==> src/rtl/cpu_run_ctrl_pkg.sv <==
// Shared types for the CPU run controller: the sequencer state set, the default
// address stride, and the "first non-empty phase" selection rule.
package cpu_run_ctrl_pkg;

  localparam int unsigned ADDR_STEP_DEF = 4;

  typedef enum logic [2:0] {
    ST_IDLE,
    ST_LOAD,
    ST_RUN,
    ST_DUMP_RD,
    ST_DUMP_CAP,
    ST_DUMP_OUT
  } state_e;

  // Phases always run in LOAD -> RUN -> DUMP order, and empty phases are skipped.
  function automatic state_e first_phase(input logic has_prog,
                                         input logic has_run,
                                         input logic has_dump);
    state_e nxt;
    if (has_prog)      nxt = ST_LOAD;
    else if (has_run)  nxt = ST_RUN;
    else if (has_dump) nxt = ST_DUMP_RD;
    else               nxt = ST_IDLE;
    return nxt;
  endfunction

endpackage

==> src/rtl/reg_arstn_en.sv <==
// Enabled register with asynchronous active-low reset; holds the latched
// run configuration between accepted start pulses.
module reg_arstn_en #(
  parameter int unsigned     WIDTH   = 1,
  parameter logic [WIDTH-1:0] RST_VAL = '0
) (
  input  logic             clk,
  input  logic             arst_n,
  input  logic             en,
  input  logic [WIDTH-1:0] d,
  output logic [WIDTH-1:0] q
);

  // NOTE: sequential state is always written with <=, so every flop samples
  // the values from before the edge regardless of block ordering.
  always_ff @(posedge clk or negedge arst_n) begin
    if (!arst_n)  q <= RST_VAL;
    else if (en)  q <= d;
  end

endmodule

==> src/rtl/cpu_run_ctrl.sv <==
// Host-side run controller: streams a program into imem while the core is held
// in reset, runs it for a cycle budget, then streams a dmem window back out.
module cpu_run_ctrl
  import cpu_run_ctrl_pkg::*;
#(
  parameter int unsigned DATA_W    = 32,
  parameter int unsigned CNT_W     = 16,
  parameter int unsigned ADDR_STEP = ADDR_STEP_DEF
) (
  input  logic              clk,
  input  logic              arst_n,
  input  logic              start,
  input  logic [CNT_W-1:0]  prog_len,
  input  logic [CNT_W-1:0]  run_len,
  input  logic [31:0]       dump_base,
  input  logic [CNT_W-1:0]  dump_len,
  input  logic              load_valid,
  input  logic [DATA_W-1:0] load_data,
  output logic              load_ready,
  output logic              dump_valid,
  output logic [DATA_W-1:0] dump_data,
  input  logic              dump_ready,
  output logic [31:0]       imem_addr_ext,
  output logic              imem_wen_ext,
  output logic [DATA_W-1:0] imem_wdata_ext,
  output logic [31:0]       dmem_addr_ext,
  output logic              dmem_ren_ext,
  input  logic [DATA_W-1:0] dmem_rdata_ext,
  output logic              cpu_arst_n,
  output logic              cpu_enable,
  output logic              busy,
  output logic              done
);

  localparam int unsigned     CFG_W = 3 * CNT_W + 32;
  localparam logic [CNT_W-1:0] ONE  = CNT_W'(1);

  state_e              state_q, state_d;
  logic [CNT_W-1:0]    idx_q, idx_d;
  logic [CNT_W-1:0]    run_cnt_q, run_cnt_d;
  logic                done_q, done_d;
  logic [DATA_W-1:0]   dump_data_q, dump_data_d;
  logic                cpu_arst_n_q, cpu_arst_n_d;
  logic                cpu_enable_q, cpu_enable_d;

  logic [CFG_W-1:0]    cfg_q;
  logic [CNT_W-1:0]    prog_len_q, run_len_q, dump_len_q;
  logic [31:0]         dump_base_q;
  logic                cfg_en;
  logic [31:0]         step_addr;

  assign cfg_en = start && (state_q == ST_IDLE);

  reg_arstn_en #(.WIDTH(CFG_W)) u_cfg (
    .clk    (clk),
    .arst_n (arst_n),
    .en     (cfg_en),
    .d      ({prog_len, run_len, dump_len, dump_base}),
    .q      (cfg_q)
  );

  assign {prog_len_q, run_len_q, dump_len_q, dump_base_q} = cfg_q;

  // Byte offset of the current word; wraps modulo 2^32 by construction.
  assign step_addr = 32'(idx_q) * 32'(ADDR_STEP);

  // NOTE: every variable assigned in this block gets a default first, so no
  // path through the case statement can infer a latch.
  always_comb begin
    state_d     = state_q;
    idx_d       = idx_q;
    run_cnt_d   = run_cnt_q;
    done_d      = done_q;
    dump_data_d = dump_data_q;

    unique case (state_q)
      ST_IDLE: begin
        if (start) begin
          idx_d     = '0;
          run_cnt_d = run_len;
          state_d   = first_phase(prog_len != '0, run_len != '0, dump_len != '0);
          done_d    = (state_d == ST_IDLE);
        end
      end
      ST_LOAD: begin
        if (load_valid) begin
          if (idx_q == prog_len_q - ONE) begin
            idx_d   = '0;
            state_d = first_phase(1'b0, run_len_q != '0, dump_len_q != '0);
          end else begin
            idx_d = idx_q + ONE;
          end
        end
      end
      ST_RUN: begin
        run_cnt_d = run_cnt_q - ONE;
        if (run_cnt_q == ONE) state_d = first_phase(1'b0, 1'b0, dump_len_q != '0);
      end
      ST_DUMP_RD:  state_d = ST_DUMP_CAP;
      ST_DUMP_CAP: begin
        dump_data_d = dmem_rdata_ext;
        state_d     = ST_DUMP_OUT;
      end
      ST_DUMP_OUT: begin
        if (dump_ready) begin
          if (idx_q == dump_len_q - ONE) begin
            state_d = ST_IDLE;
          end else begin
            idx_d   = idx_q + ONE;
            state_d = ST_DUMP_RD;
          end
        end
      end
      default: state_d = ST_IDLE;
    endcase

    if (state_q != ST_IDLE && state_d == ST_IDLE) done_d = 1'b1;

    // Core reset is released from the first RUN cycle until the return to IDLE.
    cpu_arst_n_d = !(state_d inside {ST_IDLE, ST_LOAD});
    cpu_enable_d = (state_d == ST_RUN);
  end

  always_ff @(posedge clk or negedge arst_n) begin
    if (!arst_n) begin
      state_q      <= ST_IDLE;
      idx_q        <= '0;
      run_cnt_q    <= '0;
      done_q       <= 1'b0;
      dump_data_q  <= '0;
      cpu_arst_n_q <= 1'b0;
      cpu_enable_q <= 1'b0;
    end else begin
      state_q      <= state_d;
      idx_q        <= idx_d;
      run_cnt_q    <= run_cnt_d;
      done_q       <= done_d;
      dump_data_q  <= dump_data_d;
      cpu_arst_n_q <= cpu_arst_n_d;
      cpu_enable_q <= cpu_enable_d;
    end
  end

  assign busy           = (state_q != ST_IDLE);
  assign done           = done_q;
  assign cpu_arst_n     = cpu_arst_n_q;
  assign cpu_enable     = cpu_enable_q;
  assign load_ready     = (state_q == ST_LOAD);
  assign imem_wen_ext   = load_ready && load_valid;
  assign imem_addr_ext  = load_ready ? step_addr : '0;
  assign imem_wdata_ext = imem_wen_ext ? load_data : '0;
  assign dmem_ren_ext   = (state_q == ST_DUMP_RD);
  assign dmem_addr_ext  = dmem_ren_ext ? dump_base_q + step_addr : '0;
  assign dump_valid     = (state_q == ST_DUMP_OUT);
  assign dump_data      = dump_data_q;

endmodule
==> config.mk <==
export PLATFORM = sky130hd
export DESIGN_NAME = cpu_run_ctrl
export DESIGN_NICKNAME = d
export VERILOG_FILES = /design/src/rtl/cpu_run_ctrl_pkg.sv /design/src/rtl/reg_arstn_en.sv /design/src/rtl/cpu_run_ctrl.sv
export SDC_FILE = /design/constraint.sdc
export NUM_CORES = 1
export LEC_CHECK = 0
export ABC_AREA = 1
export ABC_CLOCK_PERIOD_IN_PS = 2700
export BUFFER_PORTS_ARGS = -buffer_cell sky130_fd_sc_hd__buf_4
export CELL_PAD_IN_SITES_DETAIL_PLACEMENT = 0
export CELL_PAD_IN_SITES_GLOBAL_PLACEMENT = 1
export CORE_MARGIN = 5
export CORE_UTILIZATION = 34
export CTS_CLUSTER_SIZE = 10
export DETAILED_ROUTE_END_ITERATION = 16
export PLACE_DENSITY = 0.77
export SYNTH_ARGS = -nofsm -noshare
export SYNTH_HDL_FRONTEND = slang
export SYNTH_SLANG_ARGS = --single-unit
==> constraint.sdc <==
create_clock -name clk -period 2.7 [get_ports clk]
set_input_delay 0.54 -clock clk [delete_from_list [all_inputs] [get_ports clk]]
set_output_delay 0.54 -clock clk [all_outputs]
set_load 0.02 [all_outputs]
==> flow_metrics.py, run 1 <==
metrics = {
    "synth": {
        "yosysTopAreaCell": "dfrtp_1",
        "synth-edff-count": 0,
        "syn-mean-instance-area_sq_um": 7.051,
        "yosysTopAreaCellShare_pct": 37.59,
        "async_reset_ff_share_pct": 100.0,
        "synth-seq-cells": 150,
        "yosysUniqueCellTypes": 52,
        "synth_seq_area_share_pct": 37.59,
        "synthFlopType": "dfrtp_1",
        "ys_top_cells_by_area": "dfrtp_1 38%, nand2_1 16%, inv_1 7.0%",
        "synth_area_sq_um": 9985,
        "synthCells": 1416,
        "ys_warn_count": 0,
    },
    "timing": {
        "setup_viol": 24,
        "skew_ns": 0.009202,
        "post-route-worst-setup-slack_ns": -0.4972,
        "slew_viol_final": 0,
        "grt_setup_unrepaired": "yes",
        "tightest_slew_ns": 0.5458,
        "max_freq_ghz": 0.3128,
        "min_period_ns": 3.197,
        "timing.slew.headroom_pct": 63.62,
        "worst_hold_slack_ns": 0.02309,
        "period_share_pct": 118.4,
        "finalHoldViolCount": 0,
    },
    "clock_tree": {
        "cts_tree": "yes",
        "clock_path_buffers": 2,
        "cts.sinks": 150,
        "hold_buffers": 0,
        "cts_root_buf": "clkbuf_16",
        "h-tree-depth": 4,
        "cts.clk_slew.worst_paths_ns": 0.07,
        "clock_latency_ns": 0.44,
        "cts_buffers": 17,
    },
    "job": {
        "drv_cap": 0,
    },
    "setup_path": {
        "r2r_start": "u_cfg.q[64]$_DFFE_PN0P_",
        "worst-setup-path-type": "flip-flop to output port",
        "reg2reg_depth": 12,
        "r2r_slack_ns": 0.25,
        "start_kind": "flip-flop",
        "critical_path.startpoint": "u_cfg.q[2]$_DFFE_PN0P_",
        "required_ns": 2.16,
        "reg2reg_to": "idx_q[3]$_DFFE_PN0P_",
        "path_max_fanout": 3,
        "arrival_ns": 2.66,
        "end_kind": "output port",
    },
    "drt": {
        "drc": 0,
        "ant_nets": 0,
        "wl_per_cell_microns": 15.09,
        "wirelength_microns": 31800,
        "drt_iter0_drc": 490,
        "vias": 9913,
        "viasPerCell": 4.705,
        "drt_pass1_iterations": 5,
    },
    "power_and_ir_drop": {
        "netSwitchingPower_uw": 5229,
        "p_int_uw": 6334,
        "leakage_uw": 0.006986,
        "clkPwrFrac_pct": 20.5,
        "peakVddDrop_uv": 374.7,
        "p_comb_share_pct": 46.9,
        "power_density_nw_per_um2": 842.8,
        "power_frac_seq_pct": 32.6,
        "p_sw_share_pct": 45.22,
    },
    "global_routing": {
        "grt_pass1_vias": 9987,
        "grt_usage_pct": 19.09,
        "grt.overflow.total": 0,
        "grt_max_degree": 65,
        "grt_pass1_wl_microns": 51410,
        "grt_antenna_before_repair": 0,
    },
    "floorplanning": {
        "die_h_microns": 181.4,
        "dieArea_sq_um": 32890,
        "rows": 62,
        "core_area_sq_um": 28860,
        "initial_core_util_pct": 34.60,
        "io_pins": 285,
        "dieWidth_microns": 181.4,
    },
    "min_path": {
        "hold_path.class": "primary input to asynchronous set/reset pin",
    },
    "final_layout": {
        "fillers": 2901,
        "final_cell_area_sq_um": 13720,
        "final_util_pct": 47.54,
        "diodes": 0,
        "multiInputGateArea_sq_um": 5617,
        "final_common_cell": "nand2_1",
        "drive_gt1_share_pct": 29.95,
        "area.sequential_sq_um": 3754,
        "final_net_count": 1881,
        "final_cell_mix": "402 x nand2_1, 300 x buf_4, 182 x inv_1, 150 x dfrtp_1, 148 x nor2_1",
        "syn2layout_area_growth_pct": 37.41,
    },
    "placement": {
        "place_congestion": 0.9030,
        "post_dp_cell_area_sq_um": 12600,
        "hpwl_microns": 25140,
        "io_buffers": 268,
    },
    "status": {
        "violations": "setup timing",
        "status": "complete, but fails checks",
    },
}
[kinds of logic after synthesis]
group | Yosys count | share of synthesized area (%)
xor+xnor | 46 | 4.110
fa+ha+maj | 22 | 2.832
compound gates | 204 | 11.75
buf+inv | 263 | 11.10
simple gates | 730 | 32.57
other cells | 1 | 0.03756
flops | 150 | 37.59
[synth_stat cells, drive strengths merged (21+ instances only)]
cell,number
buf,31
nand4,27
clkbuf,32
nand3,71
dfrtp,150
xor2,34
nand2,421
inv,197
nor2,178
a21oi,49
o21ai,126
ha,21
[power by group through the flow]
stage,combinational [uW],clock [uW],sequential [uW]
2_1_floorplan,3720,0,3600
3_3_place_gp,5110,0,3740
3_5_place_dp,5180,0,3760
4_1_cts,5420,2440,3750
5_1_grt,6160,2520,3890
6_report,5420,2370,3770
[through the flow]
| stage | TNS, ns | total power, uW | instances | setup WS (ns) |
|---|---|---|---|---|
| final | -7.542 | 11560 | 2107 | -0.4972 |
| after CTS | -7.509 | 11620 | 2105 | -0.5022 |
| after detailed placement | -0.7952 | 8931 | 2067 | -0.1315 |
| after floorplan | 0 | 7312 | 1431 | 0.01185 |
| after global routing | -12.09 | 12560 | 2107 | -0.6227 |
| after global placement | -0.4430 | 8842 | 2067 | -0.1106 |
[worst max path at each step]
| stage | end | cells after the start | slack [ns] |
|---|---|---|---|
| final | dmem_addr_ext[12] | 15 | -0.50 |
| after floorplan | dmem_addr_ext[22] | 14 | 0.01 |
| after detailed placement | dmem_addr_ext[16] | 15 | -0.13 |
| after global placement | dmem_addr_ext[16] | 15 | -0.11 |
| after CTS | dmem_addr_ext[16] | 15 | -0.50 |
| after global routing | dmem_addr_ext[12] | 16 | -0.62 |
[final cells by class]
class | count | area share, %
Tap cell | 384 | 3.502
Timing Repair Buffer | 323 | 18.43
Multi-Input combinational cell | 1018 | 40.94
Clock inverter | 15 | 1.140
Clock buffer | 17 | 3.101
Inverter | 200 | 5.527
Sequential cell | 150 | 27.36
[sequential cells by signal, summed over array words and instances, names as in the netlist]
register    count
cpu_arst_n      1
state_q         3
done            1
idx_q          16
run_cnt_q      16
u_cfg.q        80
cpu_enable      1
dump_data      32
[per-layer routing]
| metal | share of wire (%) | routed length, microns | GRT usage, % | up-vias |
|---|---|---|---|---|
| met5 | 0 | 0 | 0 | - |
| met2 | 48 | 15170 | 32.26 | 267 |
| li1 | - | - | - | 5044 |
| met1 | 44 | 13830 | 24.06 | 4576 |
| met4 | 1.4 | 456 | 4.443 | 0 |
| met3 | 7.4 | 2343 | 5.791 | 26 |
[worst max-delay path: stages, from the launching register on]
cell     delay [ns]
dfrtp_1        0.39
ha_2           0.20
fa_2           0.36
nand3_2        0.08
nand3_2        0.06
nand2_1        0.08
o21ai_2        0.06
inv_2          0.06
nor2_2         0.03
nor2_2         0.14
buf_4          0.15
o21ai_4        0.06
buf_4          0.16
buf_6          0.11
a21oi_1        0.14
buf_4          0.16
[what timing repair did]
| item | CTS | global route |
|---|---|---|
| setup endpoints to repair | 57 | 57 |
| gates resized for setup | 99 | 27 |
| setup buffers | 7 | 3 |
| cloned | 0 | 0 |
| pin swaps | 26 | 8 |
No activity file was read; power rests on OpenSTA's default activity.
==> inputs of run 2 (changes only) <==
- RECOVER_POWER: default -> 25
==> run 2 against run 1 <==
Effect of this change:
- the run ends with capacitance limit, slew limit, setup timing left
- sequential power about the same
- routed wire length about the same
- design area down 0.18%
- clock power barely moved
- critical path depth did not move
- flip-flop and latch count stayed put
- critical path type unchanged
- die area stayed put
- combinational power is essentially flat
- non-clock buffer count unchanged
==> flow_metrics.py, run 2 (same netlist as run 1, synthesis figures left out) <==
metrics = {
    "status": {
        "status": "complete, but fails checks",
        "violations": "capacitance limit, slew limit, setup timing",
    },
    "timing": {
        "min_period_ns": 3.208,
        "grt_setup_unrepaired": "yes",
        "setup_viol": 24,
        "fin_tns_setup_ns": -7.634,
        "period_share_pct": 118.8,
        "timing.slew.headroom_pct": -65.65,
        "skew_ns": 0.009066,
        "finalHoldViolCount": 0,
        "tightest_slew_ns": 2.485,
        "post-route-worst-setup-slack_ns": -0.5080,
        "worst_hold_slack_ns": 0.2904,
        "slew_viol_final": 45,
        "max_freq_ghz": 0.3117,
    },
    "final_layout": {
        "final_cell_mix": "402 x nand2_1, 300 x buf_4, 182 x inv_1, 150 x dfrtp_1, 148 x nor2_1",
        "fillers": 2905,
        "largest_reg_flops": 80,
        "diodes": 0,
        "instances_no_fill": 2107,
        "final_common_cell": "nand2_1",
        "final_net_count": 1881,
        "top_register": "u_cfg.q",
        "final_cell_area_sq_um": 13690,
        "syn2layout_area_growth_pct": 37.16,
        "drive_gt1_share_pct": 29.89,
        "final_util_pct": 47.45,
    },
    "global_routing": {
        "grt_pass1_vias": 9987,
        "grt_pass1_wl_microns": 51410,
        "grt_max_degree": 65,
        "globalRoute.busiestLayer": "met2",
        "grtUsageMet3_pct": 5.791,
        "use_met2_pct": 32.26,
        "grt_usage_pct": 19.09,
        "met1_usage_pct": 24.06,
        "grt.overflow.total": 0,
        "grt_antenna_before_repair": 0,
    },
    "drt": {
        "viasPerCell": 4.713,
        "drt_pass1_iterations": 5,
        "drt_iter0_drc": 476,
        "wirelength_microns": 31800,
        "ant_nets": 0,
        "wl_per_cell_microns": 15.09,
        "vias": 9930,
        "drc": 0,
    },
    "floorplanning": {
        "dieWidth_microns": 181.4,
        "die_h_microns": 181.4,
        "initial_core_util_pct": 34.60,
        "io_pins": 285,
        "rows": 62,
        "dieArea_sq_um": 32890,
        "core_area_sq_um": 28860,
    },
    "min_path": {
        "hold_path.class": "primary input to flip-flop",
    },
    "clock_tree": {
        "clock_latency_ns": 0.44,
        "cts.sinks": 150,
        "h-tree-depth": 4,
        "cts.clk_slew.worst_paths_ns": 0.07,
        "cts_buffers": 17,
        "clock_path_buffers": 2,
        "cts_tree": "yes",
        "cts_root_buf": "clkbuf_16",
        "hold_buffers": 0,
    },
    "setup_path": {
        "path_max_fanout": 3,
        "start_kind": "flip-flop",
        "required_ns": 2.16,
        "worst-setup-path-type": "flip-flop to output port",
        "arrival_ns": 2.67,
        "cpPeakStageDelay_ns": 0.39,
        "end_kind": "output port",
        "crit_chain": "ha_2 -> fa_2 -> nand3_2 -> nand3_2 -> nand2_1 -> o21ai_2 -> inv_2 -> nor2_2 -> nor2_2 -> buf_4 -> o21ai_4 -> buf_4 -> buf_6 -> a21oi_1 -> buf_4",
        "cp_slowest_cell": "dfrtp_1",
        "cpMostUsedCell": "buf_4",
    },
    "power_and_ir_drop": {
        "leakage_uw": 0.006974,
        "peakVddDrop_uv": 375.0,
        "power_density_nw_per_um2": 843.5,
    },
    "placement": {
        "place_congestion": 0.9030,
        "io_buffers": 268,
        "post_dp_cell_area_sq_um": 12600,
        "hpwl_microns": 25140,
        "place_inst": 2067,
    },
    "job": {
        "drv_cap": 1,
    },
}
[run 2: cell count changes in the layout (fill, tap and decap cells not counted)]
| cell | before | now |
|---|---|---|
| buf_12 | 2 | 0 |
| buf_6 | 21 | 22 |
| clkbuf_1 | 0 | 1 |
[run 2: power by group]
group | switching [uW] | leakage, uW | internal (uW)
Combinational | 3310 | 0.00492 | 2100
Clock | 1130 | 0.000285 | 1240
Sequential | 778 | 0.00177 | 2990
Total | 5220 | 0.00697 | 6330
[run 2: worst paths after layout]
path | startpoint | endpoint | slack, ns | cells after the start
max | u_cfg.q[2]$_DFFE_PN0P_ | dmem_addr_ext[12] | -0.51 | 15
min | dmem_rdata_ext[4] | dump_data[4]$_DFFE_PN0P_ | 0.29 | 3
max reg2reg | u_cfg.q[64]$_DFFE_PN0P_ | idx_q[3]$_DFFE_PN0P_ | 0.26 | 12
min reg2reg | dump_data[18]$_DFFE_PN0P_ | dump_data[18]$_DFFE_PN0P_ | 0.48 | 2
max in group asynchronous | arst_n | u_cfg.q[29]$_DFFE_PN0P_ | 0.41 | 1
min in group asynchronous | arst_n | dump_data[4]$_DFFE_PN0P_ | 0.86 | 1
[run 2: critical path, delay by kind of cell (launching register included)]
kind                     cells  cell delay (ns)
AO/OA/AOI/OAI                3             0.26
AND/OR/NAND/NOR              5             0.39
flip-flops                   1             0.39
adder cells (fa/ha/maj)      2             0.56
buffers and inverters        5             0.64
[run 2: what timing repair did]
| action | CTS | global route |
|---|---|---|
| buffers inserted | 7 | 3 |
| endpoints found under the setup margin | 57 | 57 |
| pin swaps | 26 | 8 |
| resized for setup | 99 | 27 |
[run 2: through the flow]
step	setup slack [ns]	power [uW]
floorplan	0.01185	7312
global placement	-0.1106	8842
detailed placement	-0.1315	8931
CTS	-0.5022	11620
global route	-0.6227	12560
finish	-0.5080	11550
[run 2: cell type report]
cell class | count | area, sq um | share of cell area (%)
sequential | 150 | 3754 | 27.41
multi-input combinational | 1018 | 5617 | 41.01
clock buffer | 17 | 425.4 | 3.106
clock inverter | 15 | 156.4 | 1.142
timing repair buffer | 323 | 2504 | 18.28
inverter | 200 | 758.2 | 5.537
tap | 384 | 480.5 | 3.508
[run 2: layer usage]
| layer | up-vias | routed length, microns |
|---|---|---|
| met5 | - | 0 |
| met1 | 4590 | 13910 |
| met2 | 270 | 15130 |
| met3 | 26 | 2307 |
| li1 | 5044 | - |
| met4 | 0 | 456 |
